===== src/rtl/fa_bist_ctrl.sv =====
// Full-adder BIST sequencer: walks {A,B,C} through 000..111 and compares Y1/Y2 against sum/carry.
// done pulses 8*(SETTLE_CYCLES+1) cycles after an accepted start; start is ignored while busy.
module fa_bist_ctrl #(
  parameter int SETTLE_CYCLES = 1
) (
  input  logic       clk,
  input  logic       rst_n,
  input  logic       start,
  output logic       A,
  output logic       B,
  output logic       C,
  input  logic       Y1,
  input  logic       Y2,
  output logic       busy,
  output logic       done,
  output logic       pass,
  output logic [3:0] err_cnt,
  output logic [7:0] fail_vec
);

  typedef enum logic [1:0] {
    S_IDLE  = 2'd0,
    S_WAIT  = 2'd1,
    S_CHECK = 2'd2,
    S_DONE  = 2'd3
  } state_t;

  localparam logic [3:0] SETTLE_LAST = 4'(SETTLE_CYCLES - 1);

  state_t     r_state;
  state_t     w_state_nxt;
  logic [2:0] r_idx;
  logic [2:0] w_idx_nxt;
  logic [3:0] r_settle;
  logic [3:0] w_settle_nxt;
  logic [3:0] r_err;
  logic [3:0] w_err_nxt;
  logic [3:0] w_err_upd;
  logic [7:0] r_fail;
  logic [7:0] w_fail_nxt;
  logic       r_pass;
  logic       w_pass_nxt;
  logic       w_exp_sum;
  logic       w_exp_cry;
  logic       w_mis;

  assign w_exp_sum = r_idx[2] ^ r_idx[1] ^ r_idx[0];
  assign w_exp_cry = (r_idx[2] & r_idx[1]) | (r_idx[2] & r_idx[0]) | (r_idx[1] & r_idx[0]);

  // Case items match exactly, so an X or Z response falls through to the mismatch default.
  always_comb begin
    w_mis = 1'b1;
    case ({Y1, Y2})
      {w_exp_sum, w_exp_cry}: w_mis = 1'b0;
      default:                w_mis = 1'b1;
    endcase
  end

  assign w_err_upd = r_err + {3'b000, w_mis};

  always_comb begin
    w_state_nxt  = r_state;
    w_idx_nxt    = r_idx;
    w_settle_nxt = r_settle;
    w_err_nxt    = r_err;
    w_fail_nxt   = r_fail;
    w_pass_nxt   = r_pass;
    case (r_state)
      S_IDLE: begin
        if (start) begin
          w_idx_nxt    = 3'd0;
          w_settle_nxt = 4'd0;
          w_err_nxt    = 4'd0;
          w_fail_nxt   = 8'h00;
          w_pass_nxt   = 1'b0;
          w_state_nxt  = S_WAIT;
        end
      end
      S_WAIT: begin
        if (r_settle == SETTLE_LAST) begin
          w_settle_nxt = 4'd0;
          w_state_nxt  = S_CHECK;
        end else begin
          w_settle_nxt = r_settle + 4'd1;
        end
      end
      S_CHECK: begin
        w_err_nxt  = w_err_upd;
        w_fail_nxt = r_fail | (8'(w_mis) << r_idx);
        if (r_idx == 3'd7) begin
          // Verdict is taken from the count including this final vector.
          w_pass_nxt  = (w_err_upd == 4'd0);
          w_state_nxt = S_DONE;
        end else begin
          w_idx_nxt   = r_idx + 3'd1;
          w_state_nxt = S_WAIT;
        end
      end
      S_DONE: begin
        w_state_nxt = S_IDLE;
      end
      default: begin
        w_state_nxt = S_IDLE;
      end
    endcase
  end

  always_ff @(posedge clk or negedge rst_n) begin
    if (!rst_n) begin
      r_state  <= S_IDLE;
      r_idx    <= 3'd0;
      r_settle <= 4'd0;
      r_err    <= 4'd0;
      r_fail   <= 8'h00;
      r_pass   <= 1'b0;
    end else begin
      r_state  <= w_state_nxt;
      r_idx    <= w_idx_nxt;
      r_settle <= w_settle_nxt;
      r_err    <= w_err_nxt;
      r_fail   <= w_fail_nxt;
      r_pass   <= w_pass_nxt;
    end
  end

  assign A        = r_idx[2];
  assign B        = r_idx[1];
  assign C        = r_idx[0];
  assign busy     = (r_state == S_WAIT) || (r_state == S_CHECK);
  assign done     = (r_state == S_DONE);
  assign pass     = r_pass;
  assign err_cnt  = r_err;
  assign fail_vec = r_fail;

endmodule

===== config.mk =====
export PLATFORM = sky130hd
export DESIGN_NAME = fa_bist_ctrl
export DESIGN_NICKNAME = d
export VERILOG_FILES = /design/src/rtl/fa_bist_ctrl.sv
export SDC_FILE = /design/constraint.sdc
export NUM_CORES = 1
export LEC_CHECK = 0
export CORE_MARGIN = 4
export CORE_UTILIZATION = 52
export DETAILED_ROUTE_END_ITERATION = 12
export PLACE_DENSITY = 0.83
export SLEW_MARGIN = 20
export SYNTH_ARGS = -nofsm -noshare
export SYNTH_HDL_FRONTEND = slang
export SYNTH_SLANG_ARGS = --single-unit

===== constraint.sdc =====
create_clock -name clk -period 3.6 [get_ports clk]
set_clock_uncertainty 0.1 [all_clocks]
set_input_delay 0.54 -clock clk [delete_from_list [all_inputs] [get_ports clk]]
set_output_delay 0.54 -clock clk [all_outputs]
set_load 0.01 [all_outputs]

# After elaboration in Yosys (flattened, before gate mapping)
# Index checks and enable logic that the tools add are counted.
totals:
  word_cells: 55
  ff_bits: 22
  output_inout_bits: 18
op_classes:
  add_sub_neg: 3
  n_eq_ne: 9
  n_shift: 1
  bitwise: 8
  reduce_logical: 11
  muxes: 17
ops:
  columns: ["cell", "n"]
  rows:
  - ["4-bit case mux with 2 select lines", 2]
  - ["8-bit case mux with 2 select lines", 1]
  - ["4-bit logical NOT", 2]
  - ["4-bit two-way mux", 2]
  - ["8-bit two-way mux", 1]
  - ["2-bit inequality test (second input constant)", 4]
  - ["8-bit bitwise OR", 1]
  - ["2-bit case mux with 4 select lines", 1]
  - ["1-bit by 3-bit left shift with 8-bit output", 1]
  - ["2-bit two-way mux", 3]
  - ["3-bit two-way mux", 2]
  - ["3-bit case mux with 2 select lines", 1]
  - ["2-bit AND reduction", 3]
  - ["3-bit AND reduction", 2]
  - ["4-bit by 1-bit adder with 4-bit output", 1]
  - ["4-bit by 1-bit adder with 4-bit output (second input constant)", 1]
  - ["2-bit equality test (second input constant)", 2]
  - ["2-bit nonzero test", 2]
  - ["3-bit by 1-bit adder with 3-bit output (second input constant)", 1]
  - ["1-bit AND", 3]
  - ["3-bit equality test (second input constant)", 1]
  - ["1-bit two-way mux", 3]
  - ["2-bit by 1-bit equality test with 1-bit output (second input constant)", 1]
  - ["2-bit equality test", 1]
  - ["5 further kinds", 7]

# Logic depth before layout (Yosys ltp)
# Gate-level depths: netlist of run 1.
logic_depth:
  depth_word: 9
  depth_mapped: 10
  depth_no_buf: 10

# Worst setup path before layout of run 1
# Ideal clock, no wire load.
synth_path:
  path_kind: "flip-flop to flip-flop"
  startpoint: "register r_idx[2]"
  endpoint: "register r_pass, in the netlist pass"
  t_arrival_ns: 2.622
  setup_ns: 0.104
  path_stages_with_launch: 9
  required_ns: 3.396
  period_less_slack_ns: 2.825
  path_slack_ns: 0.775
  path_cell_list: "dfrtp_1 inv_1 fa_1 xor2_1 nand2_1 ha_1 ha_1 or4_1 o41ai_2"
synth_via:
  elab_chain_cells: 9
  elab_cells_between_ends: 15
synth_rtl:
  columns: ["element", "line", "text"]
  rows:
  - ["start, declared", "32", "logic [2:0] r_idx;"]
  - ["start signal, assigned", "118", "r_idx <= w_idx_nxt;"]
  - ["1-bit AND", "48", "assign w_exp_cry = (r_idx[2] & r_idx[1]) | (r_idx[2] & r_idx[0]) | (r_idx[1] & r_idx[0]);"]
  - ["1-bit bitwise OR (2 in a row)", "48", null]
  - ["2-bit equality test", "53", "case ({Y1, Y2})"]
  - ["1-bit two-way mux", "53", null]
  - ["4-bit by 1-bit adder with 4-bit output", "59", "assign w_err_upd = r_err + {3'b000, w_mis};"]
  - ["4-bit logical NOT", "92", "w_pass_nxt = (w_err_upd == 4'd0);"]
  - ["1-bit two-way mux", "90", "if (r_idx == 3'd7) begin"]
  - ["1-bit case mux with 2 select lines", "68", "case (r_state)"]
  - ["end signal, assigned", "122", "r_pass <= w_pass_nxt;"]
  - ["end, declared", "41", "logic r_pass;"]
# Several ways; a longest one is shown, not always the timed one. The select of a mux whose other input is x is not followed.
# A chain may end at the register's enable or synchronous reset.

# Worst setup path after layout of run 1
# Same ends and word-level chain as after synthesis.

==> flow_summary.toml, run 1 <==
[sta]
setup_tns_ns = 0
hold_ws_ns = 0.0653
finalSetupViolations = 0
final_period_minus_worst_setup_slack_ns = 3.00
final-max-slew-violation-count = 0
timing.final.crit_share = 0.832
rsz0062_at_grt = "false"
fmaxAchievable_mhz = 334
slew-limit-headroom = 0.447
post-route-worst-setup-slack_ns = 0.605
timing.final.hold_violations = 0
worst-slew-pin-transition_ns = 0.829

[critical_path]
critical_path.startpoint = "r_idx[2]$_DFFE_PN0P_"
timing.critical_path.from_type = "flop"
critical_path.most_common_cell = "sky130_fd_sc_hd__ha_1"
crit_cells = 8
worstPathCellList = "inv_1, fa_1, xor2_1, nand2_1, ha_1, ha_1, or4_1, o41ai_2"
launch_point_of_the_worst_reg_to_reg_path = "r_idx[2]$_DFFE_PN0P_"
crit_path_buf_inv_count = 1
cpLargestDelayFamily = "adder cells"
r2r.worst_path.cells = 8
reg2reg_setup_slack_ns = 0.60
timing.critical_path.required_ns = 3.73
cp_slowest_stage_delay_ns = 0.56
worstSetupPathType = "reg2reg"
critical_path_arrival_ns = 3.12
timing.critical_path.fanout_max = 7
critical_path.endpoint_type = "flop"
rr_endpoint = "pass$_DFFE_PN0P_"
worst_setup_path_endpoint = "pass$_DFFE_PN0P_"
crit_path_top_delay_cell = "sky130_fd_sc_hd__fa_1"

[clocking]
cts_setup_buffers = 0
clk_transition_reported_paths_ns = 0.14
clk_path_buf_depth = 2
hold_buffers = 0
clk-insertion-delay-late_ns = 0.31
clock_sink_count = 22
cts_tree = "yes"
cts-root-buf = "sky130_fd_sc_hd__clkbuf_4"
cts-buffers-inserted = 3
cts_resized = 0
cts_htree_levels = 1

[final_layout]
register_area_sq_um = 551
drive_above_1_share = 0.0357
nFillCells = 209
num-nets-final = 186
post-route-cell-area_sq_um = 1640
postLayoutCoreUtil = 0.655
multiInputGateArea_sq_um = 747
antenna_cells = 0
layout-area-overhead-vs-synth_pct = 19.2

[synthesis]
yosys_register_bits = 22
synth_compound_area_frac = 0.193
synth_simple_gate_area_frac = 0.180
syn-instance-count = 150
synth_seq_area_share = 0.401
post_synth_num_cell_types = 32
ys.flop_type = "sky130_fd_sc_hd__dfrtp_1"
synthTopCellsByCount = "sky130_fd_sc_hd__dfrtp_1 (22), sky130_fd_sc_hd__nand2_1 (17), sky130_fd_sc_hd__o21ai_1 (13)"
synth_most_common_cell = "sky130_fd_sc_hd__dfrtp_1"
synth_edf_count = 0
yosys_warnings = 0
synthAdderAreaFrac = 0.115
synth_top_area_cell = "sky130_fd_sc_hd__dfrtp_1"
synth_top_family_by_area = "compound AO/OA/AOI/OAI gates"
async_flop_share = 1.00
syn_area_per_cell_sq_um = 9.15
netlist_area_sq_um = 1370
synth_fp_nets = 167
share_of_the_synthesized_area_in_the_top_cell_type = 0.401
synth.area.mux_share = 0.0365
netlist_top_cells_area = "sky130_fd_sc_hd__dfrtp_1 (40%), sky130_fd_sc_hd__ha_1 (10%), sky130_fd_sc_hd__o21ai_1 (4.7%)"
post_synth_xor_area_fraction = 0.0191

[drt]
drc_errors = 0
wl_per_cell_um = 15.2
routed-wl-met2_um = 1450
detail_route.vias_per_cell = 5.90
drt.antenna.violating_nets = 0
maxUsedRoutingLayer = "met4"
drt_pre_antenna_iters = 4
wl_met1_um = 1340
initialDrtViolationCount = 48
detailroute.via_count = 1168
finalWirelength_um = 3010
met3RoutedLength_um = 197

[pwr]
power.leakage_nw = 0.713
ir_drop_uv = 594
power_density_over_cell_area_nw_per_um2 = 886

[place]
place_hpwl_um = 2220
placement.cell_area_sq_um = 1590
place_ws_ns = 0.625
routabilityCongestion = 0.885
port_buffers = 22

[floorplanning]
area_of_the_placeable_core_sq_um = 2500
io_pins = 23
total_die_area_sq_um = 3530
initial_core_util = 0.549
die_h_um = 59.4
horiz_die_dim_um = 59.4
rows = 18

[global_route]
antenna_violations_before_repair = 0
grt.overflow.total = 0
grt_start_max_net_pins = 25
grt_pass1_wl_um = 5080
grt_pass1_vias = 1113
gr-usage-all-layers = 0.189

[outcome]
status = "finished, final reports clean"

[worst_hold_path]
hold_class = "in2async"

[run]
max_cap_check_violation_count = 0
[layer usage]
layer / global-route usage / vias to the layer above
li1: - / 569
met1: 0.246 / 554
met2: 0.310 / 39
met3: 0.0327 / 6
met4: 0.0712 / 0
met5: 0 / -
[final cells by class]
class	instances	area share
clock inverters	1	0.0183
flip-flops and latches	22	0.336
inverters	9	0.0206
repair buffers	22	0.131
well taps	30	0.0229
multi-input cells	111	0.456
clock buffers	3	0.0138
[worst min path at each step]
| stage | slack, ns | end | cells past startpoint |
|---|---|---|---|
| 2_1_floorplan | 0.14 | err_cnt[0]$_DFFE_PN0P_ | 0 |
| 3_3_place_gp | 0.37 | fail_vec[0]$_DFFE_PN0P_ | 2 |
| 3_5_place_dp | 0.38 | fail_vec[2]$_DFFE_PN0P_ | 2 |
| 4_1_cts | 0.41 | fail_vec[2]$_DFFE_PN0P_ | 2 |
| 5_1_grt | 0.09 | err_cnt[2]$_DFFE_PN0P_ | 1 |
| 6_report | 0.07 | fail_vec[1]$_DFFE_PN0P_ | 1 |
[layout by cell type (no fill, tap or decap), drive strengths merged, types with 2 or more instances in the layout]
cell type / instances
dfrtp: 22
clkdlybuf4s50: 21
o21ai: 21
nand2: 17
ha: 11
inv: 9
a21oi: 9
nor2b: 7
nand2b: 5
mux2i: 5
nand4: 4
nand3: 4
nor2: 4
nand3b: 3
a22o: 3
clkbuf: 3
xor2: 2
a31oi: 2
nor3: 2
o221ai: 2
a32oi: 2
[registers in the layout, summed over array words and instances, names as in the netlist]
register / count
r_state: 2
pass: 1
err_cnt: 4
r_idx: 3
fail_vec: 8
r_settle: 4
[per-stage QoR]
stage,power [mW],cells
2_1_floorplan,0.978,150
3_3_place_gp,1.21,194
3_5_place_dp,1.26,194
4_1_cts,1.45,198
5_1_grt,1.58,198
6_report,1.45,198
[logic make-up (layout without fill, tap and decap cells)]
family,Yosys count,in the layout
AO/OA/AOI/OAI,43,43
multiplexers,5,5
adder cells (fa/ha/maj),12,12
buffers and inverters,17,35
XOR/XNOR,3,3
flip-flops,22,22
AND/OR/NAND/NOR,48,48
[power breakdown]
group / internal (mW) / switching (mW) / total (mW)
sequential: 0.339 / 0.0997 / 0.439
combinational: 0.371 / 0.447 / 0.817
clock: 0.113 / 0.0811 / 0.194
total: 0.822 / 0.627 / 1.45
No activity file was read; power rests on OpenSTA's default activity.
==> run 2, diff against run 1 <==
==> constraint.sdc (replaced) <==
create_clock -name clk -period 3 [get_ports clk]
set_clock_uncertainty 0.1 [all_clocks]
set_input_delay 0.45 -clock clk [delete_from_list [all_inputs] [get_ports clk]]
set_output_delay 0.45 -clock clk [all_outputs]
set_load 0.01 [all_outputs]
==> flow_summary.toml, run 2 (synthesis gave the netlist of run 1 again) <==
[pwr]
fin_total_pwr_mw = 1.74
power_density_over_cell_area_nw_per_um2 = 1030
ir_drop_uv = 655
power.leakage_nw = 0.739

[sta]
worst-slew-pin-transition_ns = 0.658
finalSetupViolations = 0
fmaxAchievable_mhz = 357
rsz0062_at_grt = "false"
timing.final.crit_share = 0.935
post-route-worst-setup-slack_ns = 0.196
final_period_minus_worst_setup_slack_ns = 2.80
setup_tns_ns = 0
final-max-slew-violation-count = 0
timing.final.hold_violations = 0
slew-limit-headroom = 0.560

[place]
place_ws_ns = 0.172
place_hpwl_um = 2330
routabilityCongestion = 0.858
port_buffers = 22

[final_layout]
postLayoutCoreUtil = 0.672
num-nets-final = 193
drive_above_1_share = 0.0743
max_ffs_per_register = 8
layout.cells.most_common_list = "sky130_fd_sc_hd__dfrtp_1 (22), sky130_fd_sc_hd__clkdlybuf4s50_1 (22), sky130_fd_sc_hd__nand2_1 (17)"
layout-area-overhead-vs-synth_pct = 22.4
antenna_cells = 0

[floorplanning]
horiz_die_dim_um = 59.4
area_of_the_placeable_core_sq_um = 2500
initial_core_util = 0.549
total_die_area_sq_um = 3530
die_h_um = 59.4
rows = 18
io_pins = 23

[clocking]
cts_htree_levels = 1
clock_sink_count = 22
clk_transition_reported_paths_ns = 0.13
cts-buffers-inserted = 3
clk_path_buf_depth = 2
clk-insertion-delay-late_ns = 0.31
cts-root-buf = "sky130_fd_sc_hd__clkbuf_4"
cts_tree = "yes"

[drt]
drt_pre_antenna_iters = 4
detail_route.vias_per_cell = 5.80
drc_errors = 0
detailroute.via_count = 1189
wl_per_cell_um = 15.4
drt.antenna.violating_nets = 0
initialDrtViolationCount = 29
finalWirelength_um = 3170

[critical_path]
timing.critical_path.required_ns = 3.12
timing.critical_path.fanout_max = 4
critical_path.endpoint_type = "flop"
critical_path_arrival_ns = 2.92
timing.critical_path.from_type = "flop"
worstSetupPathType = "reg2reg"

[outcome]
status = "finished, final reports clean"

[global_route]
gr-usage-all-layers = 0.197
grt_start_max_net_pins = 23
grt_pass1_vias = 1121
grt.overflow.total = 0
antenna_violations_before_repair = 0
grt_pass1_wl_um = 5260

[run]
max_cap_check_violation_count = 0

[worst_hold_path]
hold_class = "in2async"
run 2: cell count changes in the layout (fill, tap and decap cells not counted):
cell | previous run | this run
sky130_fd_sc_hd__buf_2 | 1 | 0
sky130_fd_sc_hd__buf_4 | 0 | 7
sky130_fd_sc_hd__bufinv_16 | 1 | 0
sky130_fd_sc_hd__clkbuf_8 | 0 | 1
sky130_fd_sc_hd__clkdlybuf4s50_1 | 21 | 22
sky130_fd_sc_hd__ha_1 | 11 | 10
sky130_fd_sc_hd__ha_2 | 0 | 1
run 2: worst paths after layout:
| path | slack (ns) | cells after the start | to | startpoint |
|---|---|---|---|---|
| min | 0.37 | 2 | fail_vec[3]$_DFFE_PN0P_ | rst_n |
| min in group clk | 0.40 | 2 | fail_vec[0]$_DFFE_PN0P_ | fail_vec[0]$_DFFE_PN0P_ |
| max in group asynchronous | 2.21 | 2 | r_idx[2]$_DFFE_PN0P_ | rst_n |
| min reg2reg | 0.40 | 2 | fail_vec[0]$_DFFE_PN0P_ | fail_vec[0]$_DFFE_PN0P_ |
| max | 0.20 | 8 | pass$_DFFE_PN0P_ | r_idx[2]$_DFFE_PN0P_ |
| max reg2reg | 0.20 | 8 | pass$_DFFE_PN0P_ | r_idx[2]$_DFFE_PN0P_ |
run 2: what timing repair did:
item | CTS | global route
setup buffers | 0 | 0
setup endpoints to repair | 0 | 1
resized for setup | 0 | 1
hold buffers | 0 | 0
run 2: layout make-up:
cell class              count  area, sq um
flip-flops and latches     22          551
repair buffers             29          273
clock buffers               4         36.3
inverters                   9         33.8
fillers                   219          820
well taps                  30         37.5
multi-input cells         111          749
run 2: critical path, cell delays in order, from the launching register on:
cell	delay, ns
sky130_fd_sc_hd__dfrtp_1	0.36
sky130_fd_sc_hd__inv_1	0.09
sky130_fd_sc_hd__fa_1	0.55
sky130_fd_sc_hd__xor2_1	0.15
sky130_fd_sc_hd__nand2_1	0.12
sky130_fd_sc_hd__ha_2	0.20
sky130_fd_sc_hd__ha_1	0.30
sky130_fd_sc_hd__or4_1	0.54
sky130_fd_sc_hd__o41ai_2	0.30
run 2: metrics by stage:
step                cell area [sq um]  hold slack (ns)  std cells
floorplan                        1370           0.0544        150
global placement                 1640            0.368        201
detailed placement               1640            0.380        201
CTS                              1680            0.376        205
global route                     1680            0.376        205
finish                           1680            0.369        205
run 2: power by group:
group | leakage (nW) | internal, mW | switching (mW) | total (mW)
Clock | 0.0210 | 0.0741 | 0.0946 | 0.169
Sequential | 0.291 | 0.407 | 0.0893 | 0.497
Combinational | 0.427 | 0.487 | 0.584 | 1.07
run 2: layer usage:
layer | wire length (um) | part of all wire | GRT usage
met2 | 1550 | 0.49 | 0.332
met5 | 0 | 0 | 0
met1 | 1440 | 0.45 | 0.256
met3 | 158 | 0.050 | 0.0283
met4 | 26 | 0.0082 | 0.0680
==> run 3, diff against run 2 <==
--- a/config.mk
+++ b/config.mk
@@ -9,7 +9,10 @@
 export CORE_UTILIZATION = 52
 export DETAILED_ROUTE_END_ITERATION = 12
 export PLACE_DENSITY = 0.83
+export RECOVER_POWER = 100
+export SKIP_CTS_REPAIR_TIMING = 1
 export SLEW_MARGIN = 20
 export SYNTH_ARGS = -nofsm -noshare
 export SYNTH_HDL_FRONTEND = slang
 export SYNTH_SLANG_ARGS = --single-unit
+export TNS_END_PERCENT = 50
==> flow_summary.toml, run 3 (synthesis gave the netlist of run 1 again) <==
[clocking]
clk-insertion-delay-late_ns = 0.31
cts_htree_levels = 1
cts-buffers-inserted = 3
clk_path_buf_depth = 2
clock_sink_count = 22
clk_transition_reported_paths_ns = 0.13
cts-root-buf = "sky130_fd_sc_hd__clkbuf_4"
cts_tree = "yes"

[sta]
slew-limit-headroom = 0.199
timing.final.hold_violations = 0
rsz0062_at_grt = "false"
setup_tns_ns = 0
worst-slew-pin-transition_ns = 1.20
finalSetupViolations = 0
final-max-slew-violation-count = 0
fmaxAchievable_mhz = 356
hold_ws_ns = 0.389
final_period_minus_worst_setup_slack_ns = 2.81
timing.final.crit_share = 0.937

[global_route]
antenna_violations_before_repair = 0
grt_start_max_net_pins = 23
globalRouteMet1Util = 0.256
global_route.peak_usage_layer = "met2"
met3_usage = 0.0283
grt_pass1_vias = 1121
gr-usage-all-layers = 0.197
grt.overflow.total = 0
met2_track_demand_over_resource = 0.332
grt_pass1_wl_um = 5260

[drt]
detailroute.via_count = 1181
initialDrtViolationCount = 38
drc_errors = 0
drt_pre_antenna_iters = 4
detail_route.vias_per_cell = 5.76
drt.antenna.violating_nets = 0
wl_per_cell_um = 15.3
finalWirelength_um = 3130

[floorplanning]
horiz_die_dim_um = 59.4
die_h_um = 59.4
rows = 18
total_die_area_sq_um = 3530
area_of_the_placeable_core_sq_um = 2500
initial_core_util = 0.549
io_pins = 23

[critical_path]
timing.critical_path.from_type = "flop"
crit_path_top_delay_cell = "sky130_fd_sc_hd__fa_1"
worstSetupPathType = "reg2reg"
timing.critical_path.required_ns = 3.11
worstPathCellList = "inv_1, fa_1, xor2_1, nand2_1, ha_2, ha_1, or4_1, o41ai_2"
timing.critical_path.fanout_max = 4
critical_path.endpoint_type = "flop"
critical_path.startpoint = "r_idx[2]$_DFFE_PN0P_"
critical_path_arrival_ns = 2.92
cp_slowest_stage_delay_ns = 0.55
launch_point_of_the_worst_reg_to_reg_path = "r_idx[2]$_DFFE_PN0P_"

[final_layout]
layout.cells.most_common_list = "sky130_fd_sc_hd__dfrtp_1 (22), sky130_fd_sc_hd__o21ai_0 (19), sky130_fd_sc_hd__dlygate4sd3_1 (19)"
num-nets-final = 193
drive_above_1_share = 0.0571
antenna_cells = 0
layout.cells.most_common = "sky130_fd_sc_hd__dfrtp_1"
layout-area-overhead-vs-synth_pct = 21.6
max_ffs_per_register = 8
postLayoutCoreUtil = 0.668

[place]
place_hpwl_um = 2330
port_buffers = 22
routabilityCongestion = 0.858

[outcome]
status = "finished, final reports clean"

[pwr]
power_density_over_cell_area_nw_per_um2 = 1000
power.leakage_nw = 0.775
ir_drop_uv = 645

[worst_hold_path]
hold_class = "reg2reg"
hold_path_startpoint = "fail_vec[0]$_DFFE_PN0P_"

[run]
max_cap_check_violation_count = 0
[run 3: cell types whose count changed in the layout (fill, tap and decap cells not counted), sizes merged]
cell	before	now
clkbuf	4	7
buf	7	4
dlygate4sd3	0	19
clkdlybuf4s50	22	3
[run 3: area by class of cell]
class / count / area (sq um)
Multi-Input combinational cell: 111 / 749
Timing Repair Buffer: 29 / 262
Clock buffer: 4 / 36.3
Tap cell: 30 / 37.5
Inverter: 9 / 33.8
Sequential cell: 22 / 551
Fill cell: 223 / 831
[run 3: per-stage QoR]
step	total power, mW	instances	worst slack [ns]	cell area [sq um]
after global routing	1.84	205	0.000987	1670
after floorplan	1.17	150	0.175	1370
final	1.67	205	0.190	1670
after detailed placement	1.56	201	0.172	1640
after global placement	1.51	201	0.287	1640
after CTS	1.73	205	0.148	1680
[run 3: routing by layer]
metal,vias up,routed length (um)
met5,-,0
met4,0,25
met3,4,148
met2,27,1520
met1,569,1430
li1,581,-
[run 3: final timing paths]
path	depth (start not counted)	to	slack [ns]
worst max register to register	8	pass$_DFFE_PN0P_	0.19
worst max-delay path	8	pass$_DFFE_PN0P_	0.19
worst min-delay path	2	fail_vec[0]$_DFFE_PN0P_	0.39
worst min register to register	2	fail_vec[0]$_DFFE_PN0P_	0.39
min in group asynchronous	2	fail_vec[3]$_DFFE_PN0P_	0.79
max in group asynchronous	2	pass$_DFFE_PN0P_	1.31
[run 3: critical path: cells and delay by family (launching register included)]
family                   cells  cell delay (ns)
buffers and inverters        1             0.09
XOR/XNOR                     1             0.15
AND/OR/NAND/NOR              2             0.66
adder cells (fa/ha/maj)      3             1.05
flip-flops                   1             0.36
AO/OA/AOI/OAI                1             0.30
[run 3: where the power goes]
| part | leakage [nW] | switching, mW | internal, mW |
|---|---|---|---|
| clock | 0.0210 | 0.0931 | 0.0741 |
| combinational | 0.463 | 0.570 | 0.438 |
| sequential | 0.291 | 0.0862 | 0.407 |
| total | 0.775 | 0.749 | 0.920 |
